<file path="config.mk">
export PLATFORM = sky130hd
export DESIGN_NAME = pc_sequencer
export DESIGN_NICKNAME = d
export VERILOG_FILES = /design/src/rtl/pc_sequencer.sv
export SDC_FILE = /design/constraint.sdc
export NUM_CORES = 1
export LEC_CHECK = 0
export ABC_AREA = 1
export CELL_PAD_IN_SITES_DETAIL_PLACEMENT = 0
export CELL_PAD_IN_SITES_GLOBAL_PLACEMENT = 2
export CORE_MARGIN = 4
export CORE_UTILIZATION = 22
export CTS_CLUSTER_DIAMETER = 150
export DETAILED_ROUTE_END_ITERATION = 6
export HOLD_SLACK_MARGIN = 0.03
export PLACE_DENSITY = 0.84
export SETUP_SLACK_MARGIN = 0.1
export SLEW_MARGIN = 5
export SYNTH_ARGS = -nofsm -noshare
export SYNTH_HDL_FRONTEND = slang
export SYNTH_SLANG_ARGS = --single-unit
</file>
<file path="constraint.sdc">
create_clock -name i_clk -period 1.6 [get_ports i_clk]
set_input_delay 0.32 -clock i_clk [delete_from_list [all_inputs] [get_ports i_clk]]
set_output_delay 0.32 -clock i_clk [all_outputs]
set_load 0.05 [all_outputs]
</file>
<file path="src/rtl/pc_sequencer.sv">
// pc_sequencer
// Fetch-side sequencer for the MIPS core. Owns the architectural PC and picks
// each next fetch word address. The next address comes from the sequential
// increment or from one of four redirect sources. It drives the req/ready
// handshake to instruction memory and holds fetch while decode stalls. A fetch
// that a redirect overtakes while it is in flight is thrown away.
//
// Ports
//   i_clk, i_rst_n        clock and asynchronous active-low reset
//   i_stall               decode cannot accept an instruction; hold fetch
//   i_jal_req/_target     jump-and-link redirect (32-bit word address)
//   i_jump_req/_target    jump redirect (32-bit word address)
//   i_jr_req/_target      jump-register redirect (27 bits, zero-extended)
//   i_branch_req/_target  branch redirect; target 32'hFFFF_FFFF = not taken
//   o_imem_req            fetch request to instruction memory
//   o_imem_addr           fetch word address (always the current fetch address)
//   i_imem_ready          instruction memory completes the request this cycle
//   o_pc                  address of the instruction delivered to decode
//   o_pc_valid            one-cycle pulse: o_pc holds a newly fetched address
//   o_flush               one-cycle pulse: redirect accepted, kill younger work
module pc_sequencer #(
  parameter logic [31:0] RESET_PC = 32'h0000_0000
) (
  input  logic        i_clk,
  input  logic        i_rst_n,
  input  logic        i_stall,
  input  logic        i_jal_req,
  input  logic [31:0] i_jal_target,
  input  logic        i_jump_req,
  input  logic [31:0] i_jump_target,
  input  logic        i_jr_req,
  input  logic [26:0] i_jr_target,
  input  logic        i_branch_req,
  input  logic [31:0] i_branch_target,
  output logic        o_imem_req,
  output logic [31:0] o_imem_addr,
  input  logic        i_imem_ready,
  output logic [31:0] o_pc,
  output logic        o_pc_valid,
  output logic        o_flush
);

  typedef enum logic [1:0] {
    BOOT  = 2'd0,
    FETCH = 2'd1,
    HOLD  = 2'd2
  } state_t;

  state_t      r_state;
  logic [31:0] r_fetch_addr;
  logic [31:0] r_pc;
  logic        r_pc_valid;
  logic        r_flush;
  logic [31:0] r_pend_addr;
  logic        r_drop;

  state_t      w_state_nxt;
  logic [31:0] w_fetch_addr_nxt;
  logic [31:0] w_pc_nxt;
  logic        w_pc_valid_nxt;
  logic        w_flush_nxt;
  logic [31:0] w_pend_addr_nxt;
  logic        w_drop_nxt;

  logic        w_branch_ok;
  logic        w_redir;
  logic [31:0] w_redir_tgt;

  // An all-ones branch target is the not-taken marker, so it never redirects.
  assign w_branch_ok = i_branch_req && (i_branch_target != 32'hFFFF_FFFF);
  assign w_redir     = w_branch_ok || i_jr_req || i_jump_req || i_jal_req;

  // Redirect priority: branch, then jr, then jump, then jal.
  always_comb begin
    w_redir_tgt = i_jal_target;
    if (w_branch_ok) begin
      w_redir_tgt = i_branch_target;
    end else if (i_jr_req) begin
      w_redir_tgt = {5'b0, i_jr_target};
    end else if (i_jump_req) begin
      w_redir_tgt = i_jump_target;
    end
  end

  // Next-state and next-register logic. pc_valid and flush default low so
  // they only ever pulse for one cycle.
  always_comb begin
    w_state_nxt      = r_state;
    w_fetch_addr_nxt = r_fetch_addr;
    w_pc_nxt         = r_pc;
    w_pc_valid_nxt   = 1'b0;
    w_flush_nxt      = 1'b0;
    w_pend_addr_nxt  = r_pend_addr;
    w_drop_nxt       = r_drop;

    unique case (r_state)
      BOOT: begin
        w_state_nxt = FETCH;
      end

      FETCH: begin
        if (i_imem_ready) begin
          if (w_redir) begin
            // A redirect at completion beats any target parked while in flight.
            w_fetch_addr_nxt = w_redir_tgt;
            w_flush_nxt      = 1'b1;
            w_drop_nxt       = 1'b0;
          end else if (r_drop) begin
            // This response belongs to a path that was already redirected.
            w_fetch_addr_nxt = r_pend_addr;
            w_drop_nxt       = 1'b0;
          end else begin
            w_pc_nxt         = r_fetch_addr;
            w_pc_valid_nxt   = 1'b1;
            w_fetch_addr_nxt = r_fetch_addr + 32'd1;
          end
          w_state_nxt = i_stall ? HOLD : FETCH;
        end else if (w_redir) begin
          // The request address must stay stable until it completes. The
          // target is parked here, and the newest redirect wins.
          w_pend_addr_nxt = w_redir_tgt;
          w_drop_nxt      = 1'b1;
          w_flush_nxt     = 1'b1;
        end
      end

      HOLD: begin
        if (w_redir) begin
          w_fetch_addr_nxt = w_redir_tgt;
          w_flush_nxt      = 1'b1;
        end
        if (!i_stall) begin
          w_state_nxt = FETCH;
        end
      end

      default: begin
        w_state_nxt = BOOT;
      end
    endcase
  end

  always_ff @(posedge i_clk or negedge i_rst_n) begin
    if (!i_rst_n) begin
      r_state      <= BOOT;
      r_fetch_addr <= RESET_PC;
      r_pc         <= 32'h0;
      r_pc_valid   <= 1'b0;
      r_flush      <= 1'b0;
      r_pend_addr  <= 32'h0;
      r_drop       <= 1'b0;
    end else begin
      r_state      <= w_state_nxt;
      r_fetch_addr <= w_fetch_addr_nxt;
      r_pc         <= w_pc_nxt;
      r_pc_valid   <= w_pc_valid_nxt;
      r_flush      <= w_flush_nxt;
      r_pend_addr  <= w_pend_addr_nxt;
      r_drop       <= w_drop_nxt;
    end
  end

  assign o_imem_req  = (r_state == FETCH);
  assign o_imem_addr = r_fetch_addr;
  assign o_pc        = r_pc;
  assign o_pc_valid  = r_pc_valid;
  assign o_flush     = r_flush;

endmodule

</file>
Word-level counts from Yosys, hierarchy flattened
Index checks and enable logic that the tools add are counted.
{ "classes": {"n_addsub": 1, "n_eq_ne": 6, "n_mux": 20, "bitwise": 3, "n_reduce_logical": 13} }
{ "op_table": {"columns": ["cell", "n"], "rows": [
  ["$mux 32", 7],
  ["$pmux 32 s2", 1],
  ["$add 32x1->32 const B", 1],
  ["$ne 32x32->1 const B", 1],
  ["$mux 1", 8],
  ["$mux 2", 3],
  ["$pmux 2 s3", 1],
  ["$reduce_and 3->1", 2],
  ["$ne 2x2->1 const B", 2],
  ["$reduce_and 2->1", 2],
  ["$reduce_and 4->1", 1],
  ["$reduce_bool 2->1", 2],
  ["$logic_or 1x1->1", 3],
  ["$not 1->1", 3],
  ["$eq 2x1->1 const B", 1],
  ["$eq 2x2->1 const B", 1],
  ["$logic_not 2->1", 1],
  ["$ne 2x1->1 const B", 1],
  ["$reduce_or 2->1", 1],
  ["$logic_and 1x1->1", 1]
]} }
{ "totals": {"regBits": 101, "out_inout_bits": 67, "wordCells": 50} }

Depth between registers and ports, before layout
{ "logic_depth": {"depth_word": 8, "depth_mapped": 13, "mapped_depth_nobuf": 12} }

Worst setup path before layout
OpenSTA, ideal clock, no wires.
{ "synth_path": {"path_kind": "register -> register", "from": "register r_fetch_addr[0] (netlist: o_imem_addr[0])", "to": "register r_fetch_addr[26] (netlist: o_imem_addr[26])", "setup_time_ps": 118, "arrival_time_ps": 1958, "required_time_ps": 1482, "path_slack_ps": -476, "stages_incl_launch_ff": 13, "n_path_buf": 0, "cell_sequence": "dfrtp_1 ha_1 nand3_1 inv_1 nand2_1 nor2_1 nand2_1 nand2_1 nand2_1 nand2_1 nand3_1 nand3_1 nand2_1"} }
{ "synth_via": {"elab_chain_len": 5} }
{ "synth_rtl": {"columns": ["element", "line", "rtl"], "rows": [
  ["start: declaration", "50", "logic [31:0] r_fetch_addr;"],
  ["start signal: assignment", "154", "r_fetch_addr <= w_fetch_addr_nxt;"],
  ["$add 32x1->32", "115", "w_fetch_addr_nxt = r_fetch_addr + 32'd1;"],
  ["$mux 32", "108", "end else if (r_drop) begin"],
  ["$mux 32", "103", "if (w_redir) begin"],
  ["$mux 32", "102", "if (i_imem_ready) begin"],
  ["$pmux 32 s2", "96", "unique case (r_state)"]
]} }
Every way passes these cells. The select of a mux whose other input is x is not followed.
A chain may end at the register's enable or synchronous reset.

Worst setup path in the final report
{ "layout_path": {"from": "register r_state[0]", "to": "output o_imem_req"} }
{ "layout_via": {"elab_chain_len": 1} }
{ "layout_rtl": {"columns": ["element", "line", "rtl"], "rows": [
  ["start: declaration", "49", "state_t r_state;"],
  ["start signal: assignment", "153", "r_state <= w_state_nxt;"],
  ["$eq 2x1->1", "163", "assign o_imem_req = (r_state == FETCH);"],
  ["end: declaration", "35", "output logic o_imem_req,"]
]} }
Every way passes these cells.

==> results.py <==
metrics = {
    "run_status": {
        "status": "complete, but fails checks",
        "violations": "negative setup slack",
    },
    "critical_path": {
        "worstReg2RegStart": "r_state[0]",
        "end_kind": "output pin",
        "critPathLaunch": "r_state[0]",
        "crit_chain": "buf_6, ha_4, buf_6, buf_12",
        "slowest_stage": "dfrtp_1",
        "criticalPathCategory": "flop to output pin",
        "worstPathRequired_ns": 1.28,
        "worstSetupPathDepth": 4,
        "r2r_setup_slack_ns": -0.08,
        "crit_path_start_kind": "flop",
        "cp_common_cell": "buf_6",
        "max_stage_delay_ns": 0.42,
        "crit_arrival_ns": 1.36,
        "crit_family": "flip-flops",
        "crit_fanout": 4,
        "cp.buffers_inverters": 3,
        "reg2regPathDepth": 11,
    },
    "pwr": {
        "seq_power_share": 0.229,
        "clockPowerShare": 0.114,
        "p_switching_w": 0.0104,
        "irDropWorstVdd_v": 0.000750,
        "power-per-cell-area_nw_per_um2": 1740,
        "combPwrFrac": 0.658,
        "p_int_w": 0.0123,
        "p_leak_nw": 5.83,
        "swShare": 0.458,
    },
    "finish": {
        "fill_cells": 2774,
        "final_nets": 1467,
        "finalInstanceArea_um2": 13000,
        "drive_gt1_frac": 0.430,
        "multi_input_area_um2": 4480,
        "fin_util": 0.451,
        "seq_area_um2": 2570,
        "syn2layout_area_growth_pct": 102,
        "n_antenna_cell": 0,
    },
    "die": {
        "die_y_um": 179,
        "placementRows": 62,
        "die_w_um": 179,
        "dieArea_um2": 32000,
        "coreArea_um2": 28800,
        "ioPinCount": 198,
        "initial_core_util": 0.224,
    },
    "detailed_routing": {
        "viasPerCell": 4.51,
        "drt_wl_total_um": 30000,
        "drc": 0,
        "wl_per_cell_um": 17.4,
        "first_pass_iters": 4,
        "vias": 7760,
        "drt_iter0_markers": 443,
        "postRouteAntennaNets": 0,
    },
    "global_route": {
        "grt_pass1_wl_um": 44700,
        "grt_start_max_net_pins": 33,
        "grt_overflow_total": 0,
        "first_global_vias": 7752,
        "antenna_found_initial": 0,
        "grt_usage": 0.182,
    },
    "sta": {
        "relSlewSlack": 0.631,
        "fin_ws_ns": -0.0841,
        "fmax_ghz": 0.594,
        "fin_crit_sh": 1.05,
        "maxSlewViolCount": 0,
        "finalHoldViolCount": 0,
        "skew_ns": 0.0123,
        "hold_slack_ns": 0.252,
        "max_slew.worst_pin.slew_ns": 0.547,
        "rsz0062_at_grt": "yes",
        "fin_crit_ns": 1.68,
        "setup_viol": 34,
    },
    "cts": {
        "cts_tree": "yes",
        "clkTransAtPathRegs_ns": 0.08,
        "insertion_delay_ns": 0.37,
        "clkSinkCount": 101,
        "h-tree-depth": 3,
        "cts-buffers-inserted": 9,
        "clockBufferDepth": 2,
        "cts.root.buffer_cell": "clkbuf_16",
    },
    "synth": {
        "synth_cell_types": 31,
        "syn-num-nets": 1118,
        "synth_seq_cells": 101,
        "yosysWarnings": 0,
        "syn_inst": 982,
        "syn_area_um2": 6430,
        "ys_seq_area_frac": 0.393,
        "synth_area_per_cell_um2": 6.55,
    },
    "placement": {
        "pre_cts_slack_ns": -0.755,
        "dp_hpwl_um": 21600,
        "dpl_cell_area_um2": 10700,
        "gp_routability_congestion": 0.849,
        "port_buffers": 197,
    },
    "job": {
        "maxCapViolations": 0,
    },
    "worst_hold_path": {
        "min_from": "i_branch_target[8]",
        "min_path_type": "input port to flop",
        "holdPathStages": 3,
    },
}
## power groups by stage
stage / clock network, W / registers, W / logic [W]
after floorplan: 0 / 0.00732 / 0.00329
after global placement: 0 / 0.00510 / 0.0123
after detailed placement: 0 / 0.00511 / 0.0124
after CTS: 0.00261 / 0.00510 / 0.0138
after global routing: 0.00272 / 0.00534 / 0.0158
final: 0.00257 / 0.00518 / 0.0149
## registers in the layout, summed over array words and instances, names as in the netlist
name         count
r_drop           1
o_pc_valid       1
r_state          2
o_flush          1
o_imem_addr     32
o_pc            32
r_pend_addr     32
## worst min-delay path: stages
cell and delay [ns]:
buf_6 0.08, o21ai_2 0.07, o21ai_1 0.11
## cell usage in the layout, fill, tap and decap left out, drive strengths merged, types with 3 or more instances in the layout
cell type / count
clkbuf: 13
nor2: 120
a211oi: 27
nand2: 359
nand4: 4
dfrtp: 101
buf: 287
a21oi: 5
clkdlybuf4s50: 94
inv: 78
mux2i: 3
nand3: 85
ha: 5
xor2: 5
o21ai: 127
clkinv: 3
mux2: 5
## area by class of cell
type / count / area share
Tap cell: 384 / 0.0370
Inverter: 77 / 0.0233
Clock buffer: 9 / 0.0174
Multi-Input combinational cell: 754 / 0.345
Timing Repair Buffer: 388 / 0.371
Sequential cell: 101 / 0.198
Clock inverter: 7 / 0.00858
## final timing paths
path	to
max	o_imem_req
min	r_pend_addr[8]
max reg2reg	o_imem_addr[31]
min reg2reg	r_pend_addr[23]
max in group asynchronous	o_imem_addr[0]
min in group asynchronous	o_pc[2]
## timing repair
action                     4_1_cts  5_1_grt
setup endpoints to repair      101      103
resized for setup              322      180
cloned                          14        5
hold buffers                     1        0
hold endpoints to repair        22        0
pin swaps                       49       68
buffers inserted                30       13
## Yosys cell counts
master / count / area (µm²)
clkbuf_1: 25 / 93.8
o21ai_1: 20 / 100
ha_1: 5 / 62.6
mux2i_1: 3 / 30.0
buf_6: 2 / 22.5
nor3_1: 2 / 10.0
mux2_2: 5 / 56.3
inv_2: 1 / 3.75
nor2_1: 118 / 443
nand2_4: 1 / 11.3
nand2_1: 356 / 1340
nand3b_1: 2 / 15.0
nand3_1: 84 / 420
xor2_1: 5 / 43.8
o22ai_1: 2 / 12.5
o2bb2ai_1: 1 / 8.76
a211oi_1: 27 / 203
dfrtp_1: 101 / 2530
clkbuf_2: 1 / 5.00
nand2_2: 2 / 12.5
inv_1: 74 / 278
buf_1: 4 / 15.0
clkinv_1: 2 / 7.51
nor2_2: 2 / 12.5
nand4_1: 4 / 25.0
a22oi_1: 2 / 15.0
o21ai_0: 107 / 536
a21oi_1: 5 / 25.0
buf_4: 1 / 7.51
nand3_2: 1 / 10.0
buf_2: 17 / 85.1
## stage by stage
step	TNS (ns)	cells	power (W)
2_1_floorplan	-0.0331	982	0.0106
3_3_place_gp	-68.50	1643	0.0174
3_5_place_dp	-69.58	1643	0.0175
4_1_cts	-0.690	1704	0.0215
5_1_grt	-4.33	1720	0.0238
6_report	-1.93	1720	0.0226
## cell families (layout without fill, tap and decap cells)
| family | count (synthesis) | count (layout) | share of synthesized area |
|---|---|---|---|
| fa+ha+maj | 5 | 5 | 0.00972 |
| flops | 101 | 101 | 0.393 |
| simple gates | 572 | 572 | 0.357 |
| compound gates | 164 | 164 | 0.140 |
| mux | 8 | 8 | 0.0134 |
| buf+inv | 127 | 481 | 0.0805 |
| xor+xnor | 5 | 5 | 0.00681 |
## routing by layer
| metal | share of wire | global-route usage | vias to the layer above |
|---|---|---|---|
| li1 | - | - | 3869 |
| met1 | 0.45 | 0.243 | 3635 |
| met2 | 0.48 | 0.307 | 232 |
| met3 | 0.060 | 0.0310 | 24 |
| met4 | 0.014 | 0.0403 | 0 |
| met5 | 0 | 0 | - |
Note: power is estimated with default switching activity, not from simulation.
